$ cat src/rtl/burst_serializer.sv
// burst_serializer: valid/ready words to framed LSB-first serial bursts; define BURST_PARITY_EN for a per-word even-parity bit
module burst_serializer #(
  parameter int DATA_W     = 8,
  parameter int GAP_CYCLES = 2
) (
  input  logic              clk,
  input  logic              reset,
  input  logic              s_valid,
  output logic              s_ready,
  input  logic [DATA_W-1:0] s_data,
  input  logic              s_last,
  output logic              ser_data,
  output logic              ser_active,
  output logic              burst_done,
  output logic              err_underrun,
  output logic [7:0]        word_count
);
  localparam int IW = $clog2(DATA_W);
  localparam int GW = $clog2(GAP_CYCLES + 1);
  localparam logic [IW-1:0] IDX_LAST = IW'(DATA_W - 1);
  localparam logic [GW-1:0] GAP_LAST = GW'(GAP_CYCLES - 1);
  localparam logic [2:0] IDLE = 3'd0, START = 3'd1, SHIFT = 3'd2, GAP = 3'd3;
`ifdef BURST_PARITY_EN
  localparam logic [2:0] PARITY = 3'd4;
`endif
  logic [2:0]        state_q, state_d;
  logic [IW-1:0]     idx_q, idx_d;
  logic [DATA_W-1:0] word_q, word_d;
  logic              last_q, last_d;
  logic [GW-1:0]     gap_q, gap_d;
  logic              abort_q, abort_d;
  logic [7:0]        cnt_q, cnt_d;
  logic              ser_data_q, ser_data_d;
  logic              ser_active_q, ser_active_d;
  logic              done_q, done_d;
  logic              err_q, err_d;
  logic              fin, par_bit;
`ifdef BURST_PARITY_EN
  assign fin     = state_q == PARITY;
  assign par_bit = state_d == PARITY && ^word_d;
`else
  assign fin     = state_q == SHIFT && idx_q == IDX_LAST;
  assign par_bit = 1'b0;
`endif
  assign s_ready = !reset && (state_q == IDLE || (fin && !last_q));
  always_comb begin
    state_d = state_q;
    idx_d   = idx_q;
    word_d  = word_q;
    last_d  = last_q;
    gap_d   = gap_q;
    abort_d = abort_q;
    cnt_d   = cnt_q;
    err_d   = 1'b0;
    case (state_q)
      IDLE: if (s_valid) begin
        state_d = START;
        word_d  = s_data;
        last_d  = s_last;
        cnt_d   = 8'd1;
        abort_d = 1'b0;
      end
      START: begin
        state_d = SHIFT;
        idx_d   = '0;
      end
      SHIFT: begin
        idx_d = idx_q + 1'b1;
`ifdef BURST_PARITY_EN
        state_d = idx_q == IDX_LAST ? PARITY : SHIFT;
`endif
      end
      GAP: begin
        state_d = gap_q == GAP_LAST ? IDLE : GAP;
        gap_d   = gap_q + 1'b1;
      end
      default: state_d = IDLE;
    endcase
    // word boundary: close the burst, chain the next word, or abort on underrun
    if (fin) begin
      if (!last_q && s_valid) begin
        state_d = SHIFT;
        idx_d   = '0;
        word_d  = s_data;
        last_d  = s_last;
        cnt_d   = cnt_q + {7'd0, cnt_q != 8'hFF};
      end else begin
        state_d = GAP;
        gap_d   = '0;
        abort_d = !last_q;
        err_d   = !last_q;
      end
    end
  end
  assign ser_data_d   = state_d == START || (state_d == SHIFT && word_d[idx_d]) || par_bit;
  assign ser_active_d = state_d != IDLE && state_d != GAP;
  assign done_d       = state_d == GAP && gap_d == GAP_LAST && !abort_d;
  always_ff @(posedge clk) begin
    if (reset) begin
      state_q      <= IDLE;
      idx_q        <= '0;
      word_q       <= '0;
      last_q       <= 1'b0;
      gap_q        <= '0;
      abort_q      <= 1'b0;
      cnt_q        <= 8'd0;
      ser_data_q   <= 1'b0;
      ser_active_q <= 1'b0;
      done_q       <= 1'b0;
      err_q        <= 1'b0;
    end else begin
      state_q      <= state_d;
      idx_q        <= idx_d;
      word_q       <= word_d;
      last_q       <= last_d;
      gap_q        <= gap_d;
      abort_q      <= abort_d;
      cnt_q        <= cnt_d;
      ser_data_q   <= ser_data_d;
      ser_active_q <= ser_active_d;
      done_q       <= done_d;
      err_q        <= err_d;
    end
  end
  assign ser_data     = ser_data_q;
  assign ser_active   = ser_active_q;
  assign burst_done   = done_q;
  assign err_underrun = err_q;
  assign word_count   = cnt_q;
endmodule

$ cat config.mk
export PLATFORM = sky130hd
export DESIGN_NAME = burst_serializer
export DESIGN_NICKNAME = d
export VERILOG_FILES = /design/src/rtl/burst_serializer.sv
export SDC_FILE = /design/constraint.sdc
export NUM_CORES = 1
export LEC_CHECK = 0
export CAP_MARGIN = 15
export CELL_PAD_IN_SITES_DETAIL_PLACEMENT = 1
export CELL_PAD_IN_SITES_GLOBAL_PLACEMENT = 2
export CORE_MARGIN = 3
export CORE_UTILIZATION = 34
export DETAILED_ROUTE_END_ITERATION = 12
export GPL_TIMING_DRIVEN = 0
export PLACE_DENSITY = 0.88
export SYNTH_ARGS = -nofsm -noshare
export SYNTH_HDL_FRONTEND = slang
export SYNTH_SLANG_ARGS = --single-unit
$ cat constraint.sdc
create_clock -name clk -period 4.8 [get_ports clk]
set_input_delay 0.48 -clock clk [delete_from_list [all_inputs] [get_ports clk]]
set_output_delay 0.48 -clock clk [all_outputs]
set_load 0.01 [all_outputs]
==> out/qor.csv, run 1 <==
metric;value;unit
outcome;completed;
drv_slew;0;
holdPathEnd;err_underrun;
finalSetupViolations;0;
fp.dieH;74.6;µm
dr.first_iter.drc_count;77;
finalSetupTns;0;ns
final_common_cell;dfxtp_1;
boundaryPins;25;
rows;24;
vias;1469;
wl;4180;µm
use_met2;0.283;
synth_cells;189;
dpl_cell_area;0.00189;mm²
drive_above_1_share;0.109;
rr_endpoint;ser_data;
end_kind;output port;
synth.distinct_cells;48;
crit_path_start_kind;flop;
tightest_slew;0.607;ns
grtUsageMet1;0.208;
path_class;flop to output port;
min_from;s_valid;
worstRegToRegCells;9;
gp_congestion;0.766;
fillers;530;
start_util;0.360;
dp_hpwl;3140;µm
cp.required;4.32;ns
seq_area_frac_synth;0.376;
max-slew-margin-rel;0.595;
finalCriticalPeriod;2.94;ns
drtPass1Iterations;4;
cts_setup_buffers;0;
grt_max_degree;11;
finalClockSkew;0.00711;ns
period_share;0.613;
whs_path_depth;2;
grt.overflow.total;0;
yosysWarnings;0;
total_leakage_power;0.744;nW
clock_latency;0.29;ns
design_area;0.00200;mm²
vias_per_cell;5.40;
p_per_area;288;mW/mm²
clk_path_buf_depth;2;
use_met3;0.0405;
cts_tree;done;
wire_per_inst;15.4;µm
syn_nets;206;
ys_async_sr_fraction;0;
netlist_area;0.00160;mm²
r2r-start;idx_q[0];
hold_buffers;0;
core_area;0.00444;mm²
dieArea;0.00556;mm²
cts_buffers;5;
fin_nets;236;
pre_cts_ws;2.18;ns
grt_pass1_wl;7070;µm
grt.busiest_layer;met2;
cts_sinks;30;
ys_seq_elements;30;
irDropWorstVdd;161;µV
hold_class;primary input to flop;
setup_ws;1.86;ns
post_cts_resized;0;
clk_pin_slew;0.07;ns
synth_edf_count;0;
synthFlopType;dfxtp_1;
first_global_vias;1502;
r2r_slack;2.37;ns
final_antenna_net_count;0;
synthToLayoutAreaGrowth;25.3;%
max_freq;340;MHz
total_power;0.000576;W
antennaDiodeCount;0;
synth.avg_cell_area;8.45;µm²
cts-root-buf;clkbuf_8;
die_x;74.6;µm
drcViolationCount;0;
final_cell_mix;30 x dfxtp_1, 26 x nand2_1, 23 x clkdlybuf4s50_1;
arrival;2.46;ns
max_cap_violations;0;
antenna_found_initial;0;
htree_levels;2;
track_usage;0.168;
cp_max_fo;6;
io_buffers;23;
hold_viol_final;0;
rsz0062_at_grt;false;
[layer usage]
| layer | share of wire | vias up |
|---|---|---|
| met4 | 0.016 | 0 |
| met1 | 0.44 | 701 |
| met3 | 0.045 | 6 |
| li1 | - | 734 |
| met2 | 0.50 | 28 |
| met5 | 0 | - |
[per-stage QoR]
step / utilization / hold slack (ns) / cells
6_report: 0.450 / 0.448 / 272
5_1_grt: 0.450 / 0.450 / 272
3_3_place_gp: 0.426 / 0.443 / 264
4_1_cts: 0.450 / 0.438 / 272
3_5_place_dp: 0.426 / 0.452 / 264
2_1_floorplan: - / 0.436 / 189
[layout make-up]
class,instances,area (µm²),share of cell area
timing repair buffer,23,230,0.115
clock buffer,5,68.8,0.0344
tap,52,65.1,0.0325
multi-input combinational,144,912,0.456
buffer,10,66.3,0.0331
inverter,5,18.8,0.00938
clock inverter,3,40.0,0.0200
sequential,30,601,0.300
[kinds of logic after synthesis]
kind of cell,Yosys count,share of synthesized area
buf+inv,15,0.0532
xor+xnor,7,0.0384
fa+ha+maj,5,0.0392
compound gates,39,0.164
flops,30,0.376
simple gates,85,0.276
mux,7,0.0509
other cells,1,0.00235
[worst max-delay path by stage]
stage                   from       to  slack (ns)
detailed placement     reset  s_ready        2.18
global route        idx_q[0]  s_ready        1.69
floorplan           idx_q[0]  s_ready        2.78
CTS                 idx_q[0]  s_ready        1.90
finish              idx_q[0]  s_ready        1.86
global placement       reset  s_ready        2.20
[state kept, by name, indices dropped and copies added (netlist names)]
name	count
abort_q	1
burst_done	1
err_underrun	1
gap_q	2
idx_q	3
last_q	1
ser_active	1
ser_data	1
state_q	3
word_count	8
word_q	8
[power by group]
part	switching [W]	leakage, nW	internal [W]
Clock	0.000101	0.0579	0.000153
Sequential	0.00000480	0.244	0.000255
Combinational	0.0000324	0.442	0.0000296
[synthesized netlist by cell type, drive strengths merged, types with 5 or more instances]
cell   count  share of area
nand3      7          0.022
o21ai      6          0.019
inv        5          0.012
nand2     26          0.061
buf        6          0.032
ha         5          0.039
a21oi     17          0.056
nor2b      5          0.020
nor3       9          0.028
nor2      21          0.051
dfxtp     30           0.38
[critical path, stage by stage, from the launching register on]
cell	delay, ns
dfxtp_1	0.44
ha_1	0.21
ha_1	0.24
nand2b_1	0.13
a2111oi_0	0.52
clkdlybuf4s50_1	0.63
Power figures use the tool's default switching activity.
==> run 2, diff against run 1 <==
- CORE_UTILIZATION: 34 -> 31
- PLACE_DENSITY: 0.88 -> 0.81
- clock period: 4.8 -> 3 ns (I/O delays scaled with it)
==> run 2 against run 1 <==
  * Worst hold slack worse by 0.19 ns
  * Die area increased by 8.9%
  * Combinational power increased by 63%
  * Clock power increased by 39%
  * Clock skew grew 0.0033 ns
  * Critical path depth stayed put
  * Final cell count increased by 5.5%
  * Via count grew 0.41%
  * Highest routed layer unchanged
==> out/qor.csv, run 2 (synthesis results as in run 1) <==
metric;value;unit
grt_pass1_wl;7800;µm
cts-root-buf;clkbuf_8;
design_area;0.00200;mm²
p_per_area;434;mW/mm²
period_share;0.905;
wire_per_inst;15.7;µm
path_class;flop to output port;
clock_latency;0.30;ns
cts_setup_buffers;0;
finalClockSkew;0.0104;ns
irDropWorstVdd;162;µV
outcome;completed;
dp_hpwl;3400;µm
arrival;2.42;ns
fp.dieH;77.8;µm
first_global_vias;1563;
critical_path_buf_inv_count;1;
max-slew-margin-rel;0.555;
clk_pin_slew;0.07;ns
wl;4510;µm
dpl_cell_area;0.00191;mm²
dieArea;0.00605;mm²
max_stage_delay;0.62;ns
max_freq;368;MHz
synthToLayoutAreaGrowth;25.4;%
antennaDiodeCount;0;
die_x;77.8;µm
cp.required;2.70;ns
fin_hold_ws;0.254;ns
grt.overflow.total;0;
path_cells;ha_1 > ha_1 > nand2b_1 > a2111oi_0 > clkdlybuf4s50_1;
dr.first_iter.drc_count;37;
fillers;596;
io_buffers;23;
final_cell_mix;30 x dfxtp_1, 26 x nand2_1, 23 x clkdlybuf4s50_1;
hold_class;primary input to flop;
final_core_util;0.413;
vias;1475;
track_usage;0.165;
cts_buffers;5;
final_antenna_net_count;0;
max_cap_violations;0;
seqCellArea;601;µm²
rsz0062_at_grt;false;
final_common_cell;dfxtp_1;
drtPass1Iterations;4;
crit_path_start_kind;flop;
finalSetupTns;0;ns
start_util;0.330;
cts_tree;done;
core_area;0.00485;mm²
cp_max_fo;6;
rows;25;
cts_sinks;30;
fin_nets;236;
gp_congestion;0.783;
crit_family;buffers and inverters;
total_power;0.000869;W
drive_above_1_share;0.105;
drv_slew;0;
tightest_slew;0.668;ns
hold_buffers;0;
crit_top_cell;ha_1;
grt_max_degree;11;
multi_input_area;912;µm²
finalSetupViolations;0;
vias_per_cell;5.14;
end_kind;output port;
boundaryPins;25;
total_leakage_power;0.734;nW
cp_slowest_cell;clkdlybuf4s50_1;
finalCriticalPeriod;2.72;ns
post_cts_resized;0;
hold_viol_final;0;
clk_path_buf_depth;2;
htree_levels;2;
antenna_found_initial;0;
drcViolationCount;0;
run 2: path summary, 6_finish.rpt:
kind,startpoint,to,slack [ns],cells after the start
worst max register to register,idx_q[0],ser_data,0.52,9
worst min-delay path,s_valid,err_underrun,0.25,2
worst min register to register,word_q[5],word_q[5],0.46,2
worst max-delay path,idx_q[0],s_ready,0.28,5
run 2: final cells by class:
type	count	share of cell area
plain buffers	10	0.0331
clock buffers	7	0.0431
clock inverters	1	0.00250
inverters	5	0.00937
multi-input cells	144	0.455
flip-flops and latches	30	0.300
well taps	67	0.0418
repair buffers	23	0.115
run 2: through the flow:
step / setup slack (ns) / instances
floorplan: 1.05 / 189
global placement: 0.622 / 279
detailed placement: 0.518 / 279
CTS: 0.324 / 287
global route: 0.222 / 287
finish: 0.285 / 287
run 2: per-layer routing:
| layer | track usage | share of wire |
|---|---|---|
| met1 | 0.196 | 0.44 |
| met2 | 0.276 | 0.50 |
| met3 | 0.0464 | 0.043 |
| met4 | 0.0694 | 0.018 |
| met5 | 0 | 0 |
run 2: worst reg2reg max path: cells and delay by family, from the launching register on:
family | cells | cell delay (ns)
AND/OR/NAND/NOR | 3 | 0.77
flip-flops | 1 | 0.46
adder cells (fa/ha/maj) | 2 | 0.45
AO/OA/AOI/OAI | 3 | 0.42
buffers and inverters | 1 | 0.30
run 2: where the power goes:
part	internal [W]	switching (W)	leakage [nW]
registers	0.000409	0.00000782	0.244
logic	0.0000474	0.0000539	0.442
clock network	0.000185	0.000167	0.0482
==> RTL edit 1, RTL diff (config.mk and constraints of run 2) <==
The option `BURST_PARITY_EN` is turned on by a define.
--- a/src/rtl/burst_serializer.sv
+++ b/src/rtl/burst_serializer.sv
@@ -1,4 +1,6 @@
 // burst_serializer: valid/ready words to framed LSB-first serial bursts; define BURST_PARITY_EN for a per-word even-parity bit
+`define BURST_PARITY_EN
+
 module burst_serializer #(
   parameter int DATA_W     = 8,
   parameter int GAP_CYCLES = 2
Formal check against the unedited RTL: not equivalent (Yosys sat finds a counterexample within 10 cycles, from zero or initial values and one cycle with reset high).
==> RTL edit 1 against run 2 <==
Critical path depth decreased by 1. Setup slack improved by 350 ps. Final area grew 7.2%. Area after synthesis rose by 7.2%. Utilization is 0.32 points lower. Routed wire length is 5.8% higher. Sequential cell count unchanged. Synthesized cell count increased by 11%. Non-clock buffer count rose by 3.
Power is not compared: it rests on default switching activity, and its combinational part moved more than twofold at a synthesized area within 25%.
==> RTL edit 1: results (changes against run 2) <==
metric,value,unit,change
globalRouteMet3Util,3.70,%,was 4.64%
root_buffer,clkbuf_8,,unchanged
cp_slowest_cell,clkdlybuf4s50_1,,unchanged
p_clk_share,37.7,%,
grtUsageTotal,16.1,%,was 16.5%
gr-usage-met2,25.2,%,was 27.6%
grt_pass1_vias,1594,,was 1563
slowest_delay,610,ps,
dpl.hpwl,3.51,mm,was 3.40 mm
clockBufferDepth,2,,unchanged
r2r_cells,8,,was 9
met1_usage,21.9,%,was 19.6%
ys_top_cells_by_count,"dfxtp_1, nand2_1, a21oi_1, nor2_1, nand3_1",,"was dfxtp_1, nand2_1, nor2_1, a21oi_1, nor3_1"
ys_seq_area_share,35.1,%,was 37.6%
h-tree-depth,2,,unchanged
wl_met1,2.39,mm,was 1.98 mm
cts_buffers,5,,unchanged
path_max_fanout,10,,was 6
first_iter_violations,70,,was 37
top_layer,met4,,unchanged
synthTopCellsByArea,"dfxtp_1, a21oi_1, nand2_1",,"was dfxtp_1, nand2_1, a21oi_1"
finClkSkew,9.97,ps,was 10.4 ps
hold_class,reg2reg,,was in2reg
p_leak,0.806,nW,
pre_cts_ws,513,ps,was 518 ps
crit_arrival,2060,ps,was 2420 ps
pg_seq,435,uW,
grt_max_degree,11,,unchanged
async_flop_share,0,%,unchanged
status,"finished, final reports clean",,unchanged
clk_pin_slew,60,ps,
nets,257,,was 236
cts_resized,0,,unchanged
gp_congestion,0.772,,was 0.783
ys_warn_count,0,,unchanged
dr_wl_met2,2.18,mm,was 2.26 mm
synth_nets,226,,was 206
antenna_found_initial,0,,unchanged
routed_wl,4.77,mm,was 4.51 mm
wl_met3,131,um,was 192 um
slew_headroom,51.5,%,was 55.5%
peakVddDrop,0.191,mV,
vias_per_cell,5.24,,was 5.14
power,1.09,mW,
grt_pass1_wl,8.07,mm,was 7.80 mm
drive_gt1_share,9.96,%,was 10.5%
nFillCells,648,,was 596
p_sw,318,uW,
post_cts_buffers,0,,unchanged
portBuffers,24,,was 23
yosys.area.top_type_share,35.1,%,was 37.6%
synth_cell_types,55,,was 48
drt_first_pass_iters,4,,unchanged
holdPathStages,2,,unchanged
[RTL edit 1: cell count changes after synthesis, moves of 4 or more]
cell / delta
a21oi_1: +4
o21ai_0: +4
nor3_1: -7
nand3_1: +4
mux2i_1: -4
[RTL edit 1: tightest hold or removal path, delay by kind of cell, from the launching register on]
family / cells / cell delay [ps]
flops: 1 / 310
simple gates: 1 / 70
compound gates: 1 / 60
[RTL edit 1: cell families (layout without fill, tap and decap cells)]
logic type                 count (synthesis)  after routing  share of synthesized area, %
and+or+nand+nor                           95             95                          31.3
adders and majority gates                  5              5                          3.65
muxes                                      1              1                         0.657
AOI/OAI and AO/OA                         54             54                          20.5
buffers and inverters                     15             47                          4.31
DFF                                       30             30                          35.1
xor gates and xnor gates                   9              9                          4.60
[RTL edit 1: final cells by class]
cell class / count / area [um2] / area share [%]
multi-input cells: 164 / 1040 / 48.4
well taps: 70 / 87.6 / 4.08
clock buffers: 7 / 76.3 / 3.55
plain buffers: 12 / 62.6 / 2.91
flip-flops and latches: 30 / 601 / 28.0
inverters: 3 / 11.3 / 0.524
clock inverters: 1 / 30.0 / 1.40
repair buffers: 24 / 240 / 11.2
[RTL edit 1: metrics by stage]
| step | area [um2] | hold WS [ps] | utilization, % | instances |
|---|---|---|---|---|
| floorplan | 1710 | 377 | - | 209 |
| global placement | 2040 | 472 | 39.0 | 303 |
| detailed placement | 2040 | 476 | 39.0 | 303 |
| CTS | 2150 | 488 | 41.0 | 311 |
| global route | 2150 | 518 | 41.0 | 311 |
| finish | 2150 | 484 | 41.0 | 311 |
[RTL edit 1: worst paths after layout]
path / startpoint / to / slack, ps
setup reg to reg: idx_q[0] / ser_data / 910
hold reg to reg: abort_q / abort_q / 480
hold / removal: abort_q / abort_q / 480
setup / recovery: reset / s_ready / 640
==> RTL edit 2, RTL diff (config.mk and constraints of run 2) <==
Made on the original files. `word_q` no longer has a reset.
--- a/src/rtl/burst_serializer.sv
+++ b/src/rtl/burst_serializer.sv
@@ -99,7 +99,6 @@
     if (reset) begin
       state_q      <= IDLE;
       idx_q        <= '0;
-      word_q       <= '0;
       last_q       <= 1'b0;
       gap_q        <= '0;
       abort_q      <= 1'b0;
@@ -111,7 +110,6 @@
     end else begin
       state_q      <= state_d;
       idx_q        <= idx_d;
-      word_q       <= word_d;
       last_q       <= last_d;
       gap_q        <= gap_d;
       abort_q      <= abort_d;
@@ -122,6 +120,10 @@
       err_q        <= err_d;
     end
   end
+
+  always_ff @(posedge clk) begin
+    word_q <= word_d;
+  end
   assign ser_data     = ser_data_q;
   assign ser_active   = ser_active_q;
   assign burst_done   = done_q;
Function: same outputs for any inputs over 10 cycles, from zero or initial values and one cycle with reset high; that may be too few to reach the edited logic, so the function may still have changed.
==> RTL edit 2 against run 2 <==
Routed wire length decreased by 1.4%. Global-route usage is 0.37 points lower. Power is 13% higher. Sequential cell count unchanged. Final area shrank 0.12%. Clock skew shrank 5.3 ps. Setup slack improved by 43 ps. Area after synthesis down 1.5%. Critical path type unchanged. Sequential power up 5.5%.
==> RTL edit 2: results (changes against run 2) <==
metric,value,unit,change
nonClkBufAreaFrac,13.9,%,was 14.8%
wl_met3,158,um,was 192 um
nClkBuffers,6,,was 7
finClkSkew,5.09,ps,was 10.4 ps
drive_gt1_share,11.8,%,was 10.5%
p_sw,232,uW,was 228 uW
hp-start,reset,,was s_valid
dr_wl_met2,2.31,mm,was 2.26 mm
nFillCells,578,,was 596
synth_cell_types,48,,unchanged
r2r_setup_slack,480,ps,was 520 ps
peakVddDrop,0.239,mV,was 0.162 mV
clk-power,426,uW,was 352 uW
via_count,1419,,was 1475
multi_input_cells,129,,was 144
clkCellAreaFrac,5.63,%,was 4.56%
first_iter_violations,69,,was 37
gp_congestion,0.784,,was 0.783
tightest_slew,607,ps,was 668 ps
comb-power,122,uW,was 101 uW
switching_share,23.6,%,was 26.3%
synthTopCellsByArea,"dfxtp_1, mux2_2, nor2_1",,"was dfxtp_1, nand2_1, a21oi_1"
clk_pin_slew,60,ps,
status,"finished, final reports clean",,unchanged
grt_pass1_vias,1486,,was 1563
multi_input_area,910,um2,was 912 um2
grtUsageTotal,16.1,%,was 16.5%
wire_per_inst,16.5,um,was 15.7 um
ys_top_cells_by_count,"dfxtp_1, nor2_1, nor3_1, nand2_1, mux2_2",,"was dfxtp_1, nand2_1, nor2_1, a21oi_1, nor3_1"
synth_xor_area_share,2.23,%,was 3.84%
synth_compound_area_share,16.5,%,was 16.4%
muxShareOfSynthArea,8.43,%,was 5.09%
inverters_excl_clock,4,,was 5
grt_pass1_wl,7.54,mm,was 7.80 mm
p_leak,0.735,nW,was 0.734 nW
globalRouteMet3Util,5.16,%,was 4.64%
h-tree-depth,2,,unchanged
dpl.hpwl,3.35,mm,was 3.40 mm
wl_met1,1.93,mm,was 1.98 mm
hold_path_end,abort_q,,was err_underrun
met1_usage,18.4,%,was 19.6%
nets,220,,was 236
timing.rr.end,word_count[6],,was ser_data
RTL edit 2: cell types whose count changed after synthesis, moves of 4 or more:
cell            run 2  this run
mux2_2              1         9
nor3b_1             1         5
a21oi_1            16         6
nand2_1            26        11
RTL edit 2: worst max-delay path by stage:
| stage | startpoint | to | slack [ps] | cells past startpoint |
|---|---|---|---|---|
| floorplan | idx_q[0] | word_count[5] | 1060 | 9 |
| global placement | s_valid | ser_data | 430 | 8 |
| detailed placement | s_valid | ser_data | 390 | 8 |
| CTS | idx_q[0] | s_ready | 320 | 5 |
| global route | idx_q[0] | s_ready | 210 | 5 |
| finish | idx_q[0] | s_ready | 330 | 5 |
RTL edit 2: through the flow:
stage	util, %	std cells	hold WS (ps)	worst slack [ps]	area, um2
2_1_floorplan	-	173	379	1060	1570
3_3_place_gp	39.2	263	462	429	1890
3_5_place_dp	39.2	263	474	393	1890
4_1_cts	41.5	270	454	322	2000
5_1_grt	41.5	270	490	208	2000
6_report	41.5	270	456	328	2000
